[src/rtl/entrada_chaves.sv]
// Input-capture stage for the CPU switch bus: synchronises and debounces the confirm
// button, then latches the synchronised switches once per CPU input request.
module entrada_chaves #(
    parameter int DATA_WIDTH        = 7,
    parameter int DEBOUNCE_CYCLES   = 50000,
    parameter bit BOTAO_ATIVO_BAIXO = 1'b1
) (
    input  logic                  clock,
    input  logic                  reset,
    input  logic [DATA_WIDTH-1:0] chaves_raw,
    input  logic                  botao_raw,
    input  logic                  pedido,
    output logic [DATA_WIDTH-1:0] dados_out,
    output logic                  dado_valido,
    output logic                  aguardando
);

    localparam int CNT_W = $clog2(DEBOUNCE_CYCLES);
    localparam logic [CNT_W-1:0] CNT_MAX = CNT_W'(DEBOUNCE_CYCLES - 1);
    localparam logic SOLTO_RAW = BOTAO_ATIVO_BAIXO;

    typedef enum logic [2:0] {
        OCIOSO,
        ESPERA_SOLTO,
        ESPERA_PRESS,
        CAPTURA,
        ESPERA_FIM
    } estado_t;

    estado_t               estado;
    logic                  reset_meta;
    logic                  reset_interno;
    logic [DATA_WIDTH-1:0] chaves_s1;
    logic [DATA_WIDTH-1:0] chaves_s2;
    logic                  botao_s1;
    logic                  botao_s2;
    logic                  botao_sync;
    logic [CNT_W-1:0]      contador;
    logic                  botao_deb;
    logic                  botao_deb_ant;
    logic                  press_edge;
    logic [1:0]            inicio;
    logic                  armado;

    // Reset asserts immediately but releases on a clock edge.
    always_ff @(posedge clock or posedge reset) begin
        if (reset) begin
            reset_meta    <= 1'b1;
            reset_interno <= 1'b1;
        end else begin
            reset_meta    <= 1'b0;
            reset_interno <= reset_meta;
        end
    end

    always_ff @(posedge clock or posedge reset_interno) begin
        if (reset_interno) begin
            chaves_s1 <= '0;
            chaves_s2 <= '0;
            botao_s1  <= SOLTO_RAW;
            botao_s2  <= SOLTO_RAW;
        end else begin
            chaves_s1 <= chaves_raw;
            chaves_s2 <= chaves_s1;
            botao_s1  <= botao_raw;
            botao_s2  <= botao_s1;
        end
    end

    assign botao_sync = BOTAO_ATIVO_BAIXO ? ~botao_s2 : botao_s2;

    // armado stays low after reset until the button is seen released, so a press
    // already in progress when reset lifts is never taken as a new one.
    always_ff @(posedge clock or posedge reset_interno) begin
        if (reset_interno) begin
            contador      <= '0;
            botao_deb     <= 1'b0;
            botao_deb_ant <= 1'b0;
            press_edge    <= 1'b0;
            inicio        <= 2'b00;
            armado        <= 1'b0;
        end else begin
            botao_deb_ant <= botao_deb;
            press_edge    <= botao_deb & ~botao_deb_ant;
            inicio        <= {inicio[0], 1'b1};
            if (botao_sync != botao_deb) begin
                if (contador == CNT_MAX) begin
                    botao_deb <= ~botao_deb;
                    contador  <= '0;
                end else begin
                    contador <= contador + CNT_W'(1);
                end
            end else begin
                contador <= '0;
            end
            if (inicio[1] && !botao_sync && !botao_deb) begin
                armado <= 1'b1;
            end
        end
    end

    always_ff @(posedge clock or posedge reset_interno) begin
        if (reset_interno) begin
            estado      <= OCIOSO;
            dados_out   <= '0;
            dado_valido <= 1'b0;
            aguardando  <= 1'b0;
        end else begin
            dado_valido <= 1'b0;
            case (estado)
                OCIOSO: begin
                    if (pedido && inicio[1]) begin
                        aguardando <= 1'b1;
                        if (botao_deb || !armado) begin
                            estado <= ESPERA_SOLTO;
                        end else begin
                            estado <= ESPERA_PRESS;
                        end
                    end
                end
                ESPERA_SOLTO: begin
                    if (!pedido) begin
                        estado     <= OCIOSO;
                        aguardando <= 1'b0;
                    end else if (armado && !botao_deb) begin
                        estado <= ESPERA_PRESS;
                    end
                end
                // A dropped request wins over a simultaneous press.
                ESPERA_PRESS: begin
                    if (!pedido) begin
                        estado     <= OCIOSO;
                        aguardando <= 1'b0;
                    end else if (press_edge) begin
                        estado      <= CAPTURA;
                        dados_out   <= chaves_s2;
                        dado_valido <= 1'b1;
                        aguardando  <= 1'b0;
                    end
                end
                CAPTURA: begin
                    estado <= ESPERA_FIM;
                end
                ESPERA_FIM: begin
                    if (!pedido) begin
                        estado <= OCIOSO;
                    end
                end
                default: begin
                    estado     <= OCIOSO;
                    aguardando <= 1'b0;
                end
            endcase
        end
    end

endmodule

[config.mk]
export PLATFORM = sky130hd
export DESIGN_NAME = entrada_chaves
export DESIGN_NICKNAME = d
export VERILOG_FILES = /design/src/rtl/entrada_chaves.sv
export SDC_FILE = /design/constraint.sdc
export NUM_CORES = 1
export LEC_CHECK = 0
export CORE_ASPECT_RATIO = 1.5
export CORE_MARGIN = 2
export CORE_UTILIZATION = 41
export DETAILED_ROUTE_END_ITERATION = 10
export GPL_TIMING_DRIVEN = 0
export SLEW_MARGIN = 10
export SYNTH_ARGS = -nofsm -noshare
export SYNTH_HDL_FRONTEND = slang
export SYNTH_SLANG_ARGS = --single-unit
[constraint.sdc]
create_clock -name clock -period 1.85 [get_ports clock]
set_clock_uncertainty 0.2 [all_clocks]
set_input_delay 0.2775 -clock clock [delete_from_list [all_inputs] [get_ports clock]]
set_output_delay 0.2775 -clock clock [all_outputs]
set_load 0.01 [all_outputs]
Yosys cells after proc, flatten, opt, wreduce, memory -nomap -nowiden. Cells that the tools add are included.

Output and inout bits: 9. Logic and storage cells: 64. Bits in registers: 52. Input port bits: 11.

Bitwise operators: 5. Multiplexer cells: 18. Reductions and logical operators: 13. Eq/ne operators: 11. $add $sub $neg: 1.

Operators by type and width (number): two-way mux 16 bit (2); two-way mux 3 bit (6); adder 16 x 1 -> 16 bit (second input constant) (1); == test 16 bit (second input constant) (1); one-hot mux 3 bit (5 select lines) (1); AND reduction 4 bit (2); two-way mux 1 bit (7); == test 3 x 2 -> 1 bit (second input constant) (2); != test 2 bit (second input constant) (3); != test 3 bit (second input constant) (2); logical AND 1 bit (4); NOT 1 bit (4); one-hot mux 1 bit (4 select lines) (1); == test 3 x 1 -> 1 bit (second input constant) (1); == test 3 bit (second input constant) (1); logical NOT 3 bit (1); AND reduction 3 bit (1); logical NOT 1 bit (2); two-way mux 2 bit (1); AND reduction 2 bit (1); OR reduction 2 bit (1); bitwise AND 1 bit (1); logical OR 1 bit (1); != test 1 bit (1).

Depth between registers and ports, before layout. Gate-level depths: netlist of run 1.

Depth after elaboration: 5. Depth in mapped cells: 6. Gate-level depth less buffers: 5.

Least setup slack after synthesis of run 1. No wires, ideal clock.

Path type: flip-flop to flip-flop. Start: register contador[0]. End: register contador[10]. Setup time: 119 ps. Buffers on the path: 1. Arrival: 1519 ps. Stages on the path, launching flop included: 7. Path slack: 12 ps. Required time: 1531 ps. Period minus slack after synthesis: 1838 ps. Cells stage by stage: dfrtp_1 ha_1 nand4_2 or4_4 nand2_4 buf_6 nor2_1.

Cells in the longest elaborated chain, start to end: 3. Elaborated cells between the ends (all ways): 4. Classes of those cells: add/sub (1); eq/ne (1); mux (2).

Ends and longest elaborated chain: from (decl) (line 38) `logic [CNT_W-1:0] contador;`; from (signal assigned) (line 91) `contador <= contador + CNT_W'(1);`; adder 16 x 1 -> 16 bit or == test 16 bit (tied branches) (line 91, 87); two-way mux 16 bit (*) (line 87) `if (contador == CNT_MAX) begin`; two-way mux 16 bit (*) (line 86) `if (botao_sync != botao_deb) begin`.

Every way passes the cells marked *; elsewhere a longest branch is shown, timed or not. A chain may end at the register's enable or synchronous reset.

Final worst setup path of run 1.
Start: register contador[7]. End: register contador[13].

The elaborated chain is that of the path after synthesis.

==> flow_summary.toml, run 1 <==
[run_status]
status = "completed"

[yosys]
ys.flop_type = "dfrtp_1"
synth_top_area_share = 0.621
synth.distinct_cells = 33
yosysMostFrequentCell = "dfrtp_1"
syn_nets = 161
yosysTopAreaCell = "dfrtp_1"
synth-edff-count = 0
synthCells = 149
avgSynthCellArea_sq_um = 13.0
yosys-top-cells-count = "48 x dfrtp_1, 23 x nor2_1, 14 x xnor2_1"
ys_ff_latch = 52
yosys_warnings = 0
yosysSeqAreaShare = 0.675
synth_area_sq_mm = 0.00194
async_reset_ff_frac = 1.00
synth.top_cells.by_area = "dfrtp_1 62%, xnor2_1 6.3%, dfstp_2 5.4%"

[sta]
setup_viol = 0
finalWorstSetupSlack_ns = 0.0577
max_freq_mhz = 558
fin_crit_ns = 1.79
drv_slew = 0
hold_violations = 0
fin_hold_ws_ns = 0.0863
fin_tns_setup_ns = 0
fin_crit_sh = 0.969

[routing]
routed_wl_microns = 3300
drt_first_pass_iters = 4
wl_per_cell_microns = 13.0
vias = 1229
drc = 0
postRouteAntennaNets = 0
drt_iter0_drc = 42
avgViaCountPerCell = 4.84

[finish]
stdcell_count = 254
seqCellArea_sq_mm = 0.00131
fill_cells = 381
area_growth_pct = 26.6
multiInputGateArea_sq_um = 629
num-nets-final = 201
antennaDiodeCount = 0
stdcell_area_sq_mm = 0.00245
post-route-util = 0.540
drive_above_1_share = 0.226

[worst_setup_path]
path_class = "reg -> reg"
crit_family = "simple AND/OR/NAND/NOR gates"
cp_max_fo = 5
start_kind = "flip-flop"
cp_slowest_stage_delay_ns = 0.46
worst_setup_path_end_kind = "flip-flop"
path_buf_inv = 1
crit_slowest_cell = "or4_4"
crit_required_ns = 1.84
critical_path_arrival_ns = 1.78
crit_chain = "or3_1 -> or4_4 -> nand2_4 -> buf_6 -> nor2_1"

[power]
switching_share = 0.219
irDropWorstVdd_mv = 0.688
p_per_area_mw_per_mm2 = 780
p_comb_frac = 0.054
p_total_mw = 1.91
p_seq_frac = 0.624
power_leakage_nw = 1.05
clockPowerShare = 0.322
p_int_mw = 1.49
p_sw_mw = 0.418

[placed_design]
dp_hpwl_microns = 2250
placed_cells = 233
place_congestion = 0.739
place_area_sq_mm = 0.00223
post-place-ws_ns = -0.434
numPortBuffers = 19

[floorplanning]
die_w_microns = 60.1
die-area_sq_mm = 0.00530
std_cell_rows = 30
core-area_sq_mm = 0.00454
num_io_pins = 20
die_y_microns = 88.2
initial_core_util = 0.426

[hold_path]
hold_path.class = "reg -> async"

[clock_tree]
clkLatencyLatePin_ns = 0.30
root_buffer = "clkbuf_8"
clkSinkCount = 52
htreeDepth = 2
clock_path_buffers = 2
cts_tree = "done"
clk_pin_slew_ns = 0.09
cts_made_buffers = 5

[global_routing]
grt_pass1_wl_microns = 5770
grt_util_all_layers = 0.147
antenna_found_initial = 0
grt_max_degree = 28
overflow = 0
grt_pass1_vias = 1320

[run]
max_cap_violations = 0
## what timing repair did
action                                  4_1_cts  5_1_grt
resized for setup                             6        3
endpoints found under the setup margin       23       15
hold buffers                                  0        0
cloned                                        1        0
setup buffers                                 5        7
pin swaps                                     8        3
## path summary, 6_finish.rpt
kind | from | end | slack (ns) | depth (start not counted)
setup / recovery | contador[7] | contador[13] | 0.06 | 5
hold / removal | reset_interno | dados_out[5] | 0.09 | 1
setup reg to reg | contador[7] | contador[13] | 0.06 | 5
hold reg to reg | reset_interno | dados_out[5] | 0.09 | 1
max in group asynchronous | reset_interno | botao_s2 | 0.79 | 2
min in group clock | chaves_s1[1] | chaves_s2[1] | 0.16 | 0
## power by group through the flow
stage	logic, mW	registers (mW)	clock network, mW
2_1_floorplan	0.0446	1.21	0
3_3_place_gp	0.0812	1.21	0
3_5_place_dp	0.0912	1.21	0
4_1_cts	0.103	1.19	0.649
5_1_grt	0.118	1.20	0.696
6_report	0.104	1.19	0.616
## logic make-up (layout without fill, tap and decap cells)
family / after synthesis / count (layout) / synth area share
simple gates: 58 / 58 / 0.159
fa+ha+maj: 1 / 1 / 0.00646
mux: 8 / 8 / 0.0459
buf+inv: 6 / 47 / 0.0155
flops: 52 / 52 / 0.675
other cells: 2 / 2 / 0.00388
xor+xnor: 15 / 15 / 0.0679
compound gates: 7 / 7 / 0.0265
## metal layers
layer | global-route usage | share of wire
met1 | 0.169 | 0.39
met2 | 0.256 | 0.56
met3 | 0.0281 | 0.028
met4 | 0.0727 | 0.018
met5 | 0 | 0
## cell usage in the layout, fill, tap and decap left out, types with 2 or more instances in the layout
cell	count
conb_1	2
nand2_1	7
nand4_1	3
dfstp_2	4
nor3_1	3
inv_1	4
nor4_1	4
nand4bb_1	2
o21ai_0	2
mux2_2	7
nand3_1	6
dfrtp_1	47
buf_4	11
nor2_1	22
buf_6	3
xnor2_1	14
clkbuf_8	5
clkdlybuf4s50_1	19
## state kept, by name, summed over array words and instances, names as in the netlist
signal / flops
reset_meta: 1
press_edge: 1
botao_s2: 1
armado: 1
chaves_s2: 7
botao_deb: 1
chaves_s1: 7
contador: 16
aguardando: 1
dados_out: 7
dado_valido: 1
botao_deb_ant: 1
botao_s1: 1
reset_interno: 1
inicio: 2
estado: 3
## layout make-up
cell class                      count  area share
Buffer                              1     0.00459
Clock buffer                        6      0.0296
Clock inverter                      2     0.00664
Inverter                            5     0.00766
Multi-Input combinational cell     91       0.257
Sequential cell                    52       0.533
Tap cell                           64      0.0327
Timing Repair Buffer               33       0.129
(Power assumes the default switching activity.)
==> inputs of run 2 (changes only) <==
--- a/config.mk
+++ b/config.mk
@@ -6,10 +6,10 @@
 export NUM_CORES = 1
 export LEC_CHECK = 0
 export CORE_ASPECT_RATIO = 1.5
-export CORE_MARGIN = 2
 export CORE_UTILIZATION = 41
 export DETAILED_ROUTE_END_ITERATION = 10
 export GPL_TIMING_DRIVEN = 0
+export MAX_ROUTING_LAYER = met4
 export SLEW_MARGIN = 10
 export SYNTH_ARGS = -nofsm -noshare
 export SYNTH_HDL_FRONTEND = slang
==> flow_summary.toml, run 2 (synthesized netlist as in run 1, its figures left out) <==
[run_status]
status = "completed"

[power]
power_leakage_nw = 1.03
p_seq_frac = 0.619
p_total_mw = 1.92
p_int_mw = 1.49
p_sw_mw = 0.430
irDropWorstVdd_mv = 0.598
switching_share = 0.224
clockPowerShare = 0.328
p_per_area_mw_per_mm2 = 802
p_comb_frac = 0.053

[clock_tree]
clock_path_buffers = 2
root_buffer = "clkbuf_8"
htreeDepth = 2
cts_tree = "done"
clk_pin_slew_ns = 0.09
clkLatencyLatePin_ns = 0.31
postCtsHoldBufs = 0
clkSinkCount = 52
cts_made_buffers = 5

[routing]
avgViaCountPerCell = 4.81
wl_per_cell_microns = 12.4
drt_first_pass_iters = 2
drt_iter0_drc = 25
vias = 1197
drc = 0
postRouteAntennaNets = 0
routed_wl_microns = 3100

[global_routing]
grt_util_all_layers = 0.153
grt_pass1_wl_microns = 5550
grtUsageMet1 = 0.160
overflow = 0
top_usage_layer = "met2"
grt_max_degree = 35
antenna_found_initial = 0
grt_util_met2 = 0.259
met3_usage = 0.0407
grt_pass1_vias = 1279

[finish]
drive_above_1_share = 0.200
stdcell_area_sq_mm = 0.00240
area_growth_pct = 23.9
largest-register = "contador"
layout_commonest_cell = "dfrtp_1"
post-route-util = 0.528
antennaDiodeCount = 0
num-nets-final = 196
largest_register_ff_count = 16
layout_common_cells = "47 x dfrtp_1, 23 x nor2_1, 19 x clkdlybuf4s50_1, 14 x xnor2_1, 8 x buf_4"

[hold_path]
hold_path.class = "reg -> async"

[floorplanning]
die_y_microns = 86.2
initial_core_util = 0.426
die_w_microns = 58.1
std_cell_rows = 30
core-area_sq_mm = 0.00454
die-area_sq_mm = 0.00501
num_io_pins = 20

[sta]
finalWorstSetupSlack_ns = 0.0160
fin_crit_sh = 0.991
max_freq_mhz = 545
fin_crit_ns = 1.83
rsz0062_at_grt = "true"
setup_viol = 0
drv_slew = 0
hold_violations = 0

[run]
max_cap_violations = 0

[placed_design]
place_congestion = 0.821
place_area_sq_mm = 0.00223
post-place-ws_ns = -0.382
dp_hpwl_microns = 2170
numPortBuffers = 19

[worst_setup_path]
cp_max_fo = 10
worst_setup_path_end_kind = "flip-flop"
crit_slowest_cell = "or4_4"
start_kind = "flip-flop"
cp_slowest_stage_delay_ns = 0.51
path_class = "reg -> reg"
crit_required_ns = 1.85
critical_path_arrival_ns = 1.83
crit_chain = "or3_1 -> or4_4 -> nand2_4 -> buf_8 -> nor2_1"
crit_family = "simple AND/OR/NAND/NOR gates"
path_buf_inv = 1
run 2: changes by cell type in the layout (fill, tap and decap cells not counted):
cell	before	now
ha_2	0	1
buf_4	11	8
ha_4	1	0
buf_8	0	1
nor2_2	1	0
buf_6	3	0
nor2_1	22	23
run 2: cell type report:
class | count | area (sq um)
fillers | 401 | 2140
flip-flops and latches | 52 | 1310
multi-input cells | 91 | 617
repair buffers | 28 | 270
well taps | 64 | 80.1
clock buffers | 6 | 72.6
inverters | 5 | 18.8
clock inverters | 2 | 16.3
plain buffers | 1 | 15.0
run 2: metal layers:
| metal | up-vias | part of all wire |
|---|---|---|
| met5 | - | 0 |
| met4 | 0 | 0.025 |
| met3 | 6 | 0.026 |
| met2 | 11 | 0.54 |
| met1 | 609 | 0.40 |
| li1 | 571 | - |
run 2: timing repair:
item	4_1_cts	5_1_grt
buffers inserted	7	1
pin swaps	1	0
resized for setup	2	3
endpoints found under the setup margin	23	16
run 2: power by group through the flow:
stage | clock [mW] | sequential [mW] | combinational, mW
after global routing | 0.696 | 1.19 | 0.114
after detailed placement | 0 | 1.21 | 0.0909
final | 0.631 | 1.19 | 0.102
after global placement | 0 | 1.21 | 0.0810
after floorplan | 0 | 1.21 | 0.0446
after CTS | 0.659 | 1.19 | 0.102
run 2: final timing paths:
path	cells past startpoint	to	startpoint	slack, ns
setup / recovery	5	contador[13]	contador[10]	0.02
max in group asynchronous	2	botao_s1	reset_interno	0.85
setup reg to reg	5	contador[13]	contador[10]	0.02
hold / removal	1	chaves_s2[2]	reset_interno	0.03
hold reg to reg	1	chaves_s2[2]	reset_interno	0.03
min in group clock	0	chaves_s2[0]	chaves_s1[0]	0.15
run 2: stage by stage:
stage	hold WS, ns	instances	TNS (ns)
after floorplan	-0.0110	149	0
after global placement	0.133	232	-14.16
after detailed placement	0.0371	233	-4.14
after CTS	0.0457	248	-0.00338
after global routing	0.0661	249	-0.291
final	0.0278	249	0
==> inputs of run 3 (changes only) <==
--- a/config.mk
+++ b/config.mk
@@ -5,11 +5,14 @@
 export SDC_FILE = /design/constraint.sdc
 export NUM_CORES = 1
 export LEC_CHECK = 0
+export CELL_PAD_IN_SITES_DETAIL_PLACEMENT = 1
+export CELL_PAD_IN_SITES_GLOBAL_PLACEMENT = 2
 export CORE_ASPECT_RATIO = 1.5
-export CORE_UTILIZATION = 41
+export CORE_UTILIZATION = 34
 export DETAILED_ROUTE_END_ITERATION = 10
 export GPL_TIMING_DRIVEN = 0
 export MAX_ROUTING_LAYER = met4
+export PLACE_DENSITY_LB_ADDON = 0.1
 export SLEW_MARGIN = 10
 export SYNTH_ARGS = -nofsm -noshare
 export SYNTH_HDL_FRONTEND = slang
==> flow_summary.toml, run 3 (synthesized netlist as in run 1, its figures left out) <==
[clock_tree]
clkSinkCount = 52
clk_pin_slew_ns = 0.10
cts_tree = "done"
clkLatencyLatePin_ns = 0.31
cts_made_buffers = 5
postCtsHoldBufs = 0
root_buffer = "clkbuf_8"
htreeDepth = 2
clock_path_buffers = 2

[placed_design]
post-place-ws_ns = -0.357
numPortBuffers = 19
place_congestion = 0.786
placed_cells = 239
place_area_sq_mm = 0.00224
dp_hpwl_microns = 2540

[worst_setup_path]
path_class = "reg -> reg"
cp_max_fo = 5
crit_slowest_cell = "or4_4"
cp_slowest_stage_delay_ns = 0.55
startpoint = "contador[11]"
critical_path_arrival_ns = 1.93
start_kind = "flip-flop"
worst_setup_path_end_kind = "flip-flop"
crit_required_ns = 1.86
rr_startpoint = "contador[11]"
reg2reg_depth = 5
reg2reg_slack_ns = -0.07
regToRegEndpoint = "contador[10]"
critPathCapture = "contador[10]"
crit_chain = "or3_1 -> or4_4 -> nand2_8 -> buf_16 -> nor2_2"

[finish]
layout_commonest_cell = "dfrtp_1"
largest_register_ff_count = 16
antennaDiodeCount = 0
stdcell_count = 254
area_growth_pct = 28.4
layout_common_cells = "47 x dfrtp_1, 19 x clkdlybuf4s50_1, 15 x nor2_1, 14 x xnor2_1"
stdcell_area_sq_mm = 0.00249
num-nets-final = 195
largest-register = "contador"
drive_above_1_share = 0.250

[floorplanning]
die_y_microns = 94.4
core-area_sq_mm = 0.00549
initial_core_util = 0.352
num_io_pins = 20
std_cell_rows = 33
die-area_sq_mm = 0.00600
die_w_microns = 63.6

[sta]
setup_viol = 14
drv_slew = 0
fin_crit_sh = 1.04
slew_headroom = 0.621
hold_violations = 0
max_freq_mhz = 521
fin_crit_ns = 1.92
rsz0062_at_grt = "true"
worst_pin_slew_ns = 0.568
fin_tns_setup_ns = -0.858
finalWorstSetupSlack_ns = -0.0681

[global_routing]
grt_max_degree = 27
grt_util_all_layers = 0.151
overflow = 0
antenna_found_initial = 0
grt_pass1_wl_microns = 6420
grt_pass1_vias = 1328

[power]
p_per_area_mw_per_mm2 = 794
irDropWorstVdd_mv = 0.354
power_leakage_nw = 1.03
p_total_mw = 1.97

[routing]
drc = 0
drt_iter0_drc = 24
wl_per_cell_microns = 14.3
routed_wl_microns = 3620
vias = 1228
avgViaCountPerCell = 4.83
postRouteAntennaNets = 0
drt_first_pass_iters = 4

[run]
max_cap_violations = 0

[run_status]
status = "finished, violations left"
violations = "setup timing"

[hold_path]
hold_path.class = "in -> async"
-- run 3: cell types whose count changed in the layout (fill, tap and decap cells not counted), moves of 2 or more --
cell	change
buf_16	+2
buf_4	-3
nor2_1	-8
nor2_2	+7
-- run 3: where the power goes --
group          switching [mW]  total, mW  internal (mW)
Clock                   0.386      0.664          0.278
Combinational          0.0552      0.117         0.0622
Sequential             0.0207       1.19           1.17
Total                   0.462       1.97           1.51
-- run 3: how the worst min path moves through the flow --
stage | end | from | cells past startpoint | slack, ns
floorplan | reset_interno | reset | 1 | -0.01
global placement | chaves_s2[2] | chaves_s1[2] | 0 | 0.13
detailed placement | contador[2] | reset_interno | 1 | 0.13
CTS | reset_interno | reset | 2 | 0.07
global route | reset_interno | reset | 2 | 0.07
finish | reset_interno | reset | 2 | 0.08
-- run 3: per-layer routing --
layer	up-vias	part of all wire	global-route usage
met3	7	0.024	0.0362
met2	14	0.58	0.265
li1	565	-	-
met5	-	0	-
met4	0	0.027	0.0795
met1	642	0.37	0.153
-- run 3: layout make-up --
| cell class | instances | area, sq um |
|---|---|---|
| Fill cell | 559 | 3010 |
| Sequential cell | 52 | 1310 |
| Multi-Input combinational cell | 91 | 667 |
| Timing Repair Buffer | 27 | 294 |
| Tap cell | 70 | 87.6 |
| Clock buffer | 5 | 68.8 |
| Clock inverter | 3 | 27.5 |
| Inverter | 5 | 18.8 |
| Buffer | 1 | 15.0 |
-- run 3: through the flow --
stage,hold slack [ns],util
2_1_floorplan,-0.0110,-
3_3_place_gp,0.133,0.403
3_5_place_dp,0.132,0.408
4_1_cts,0.0749,0.445
5_1_grt,0.0667,0.453
6_report,0.0811,0.453
-- run 3: timing repair --
| action | 4_1_cts | 5_1_grt |
|---|---|---|
| endpoints found under the setup margin | 24 | 15 |
| buffers inserted | 4 | 2 |
| gates resized for setup | 13 | 6 |
| cloned | 1 | 0 |
| pin swaps | 7 | 2 |
-- run 3: worst max-delay path: cells and delay by family, from the launching register on --
kind / cells / cell delay (ns)
AND/OR/NAND/NOR: 4 / 1.07
flip-flops: 1 / 0.41
buffers and inverters: 1 / 0.13
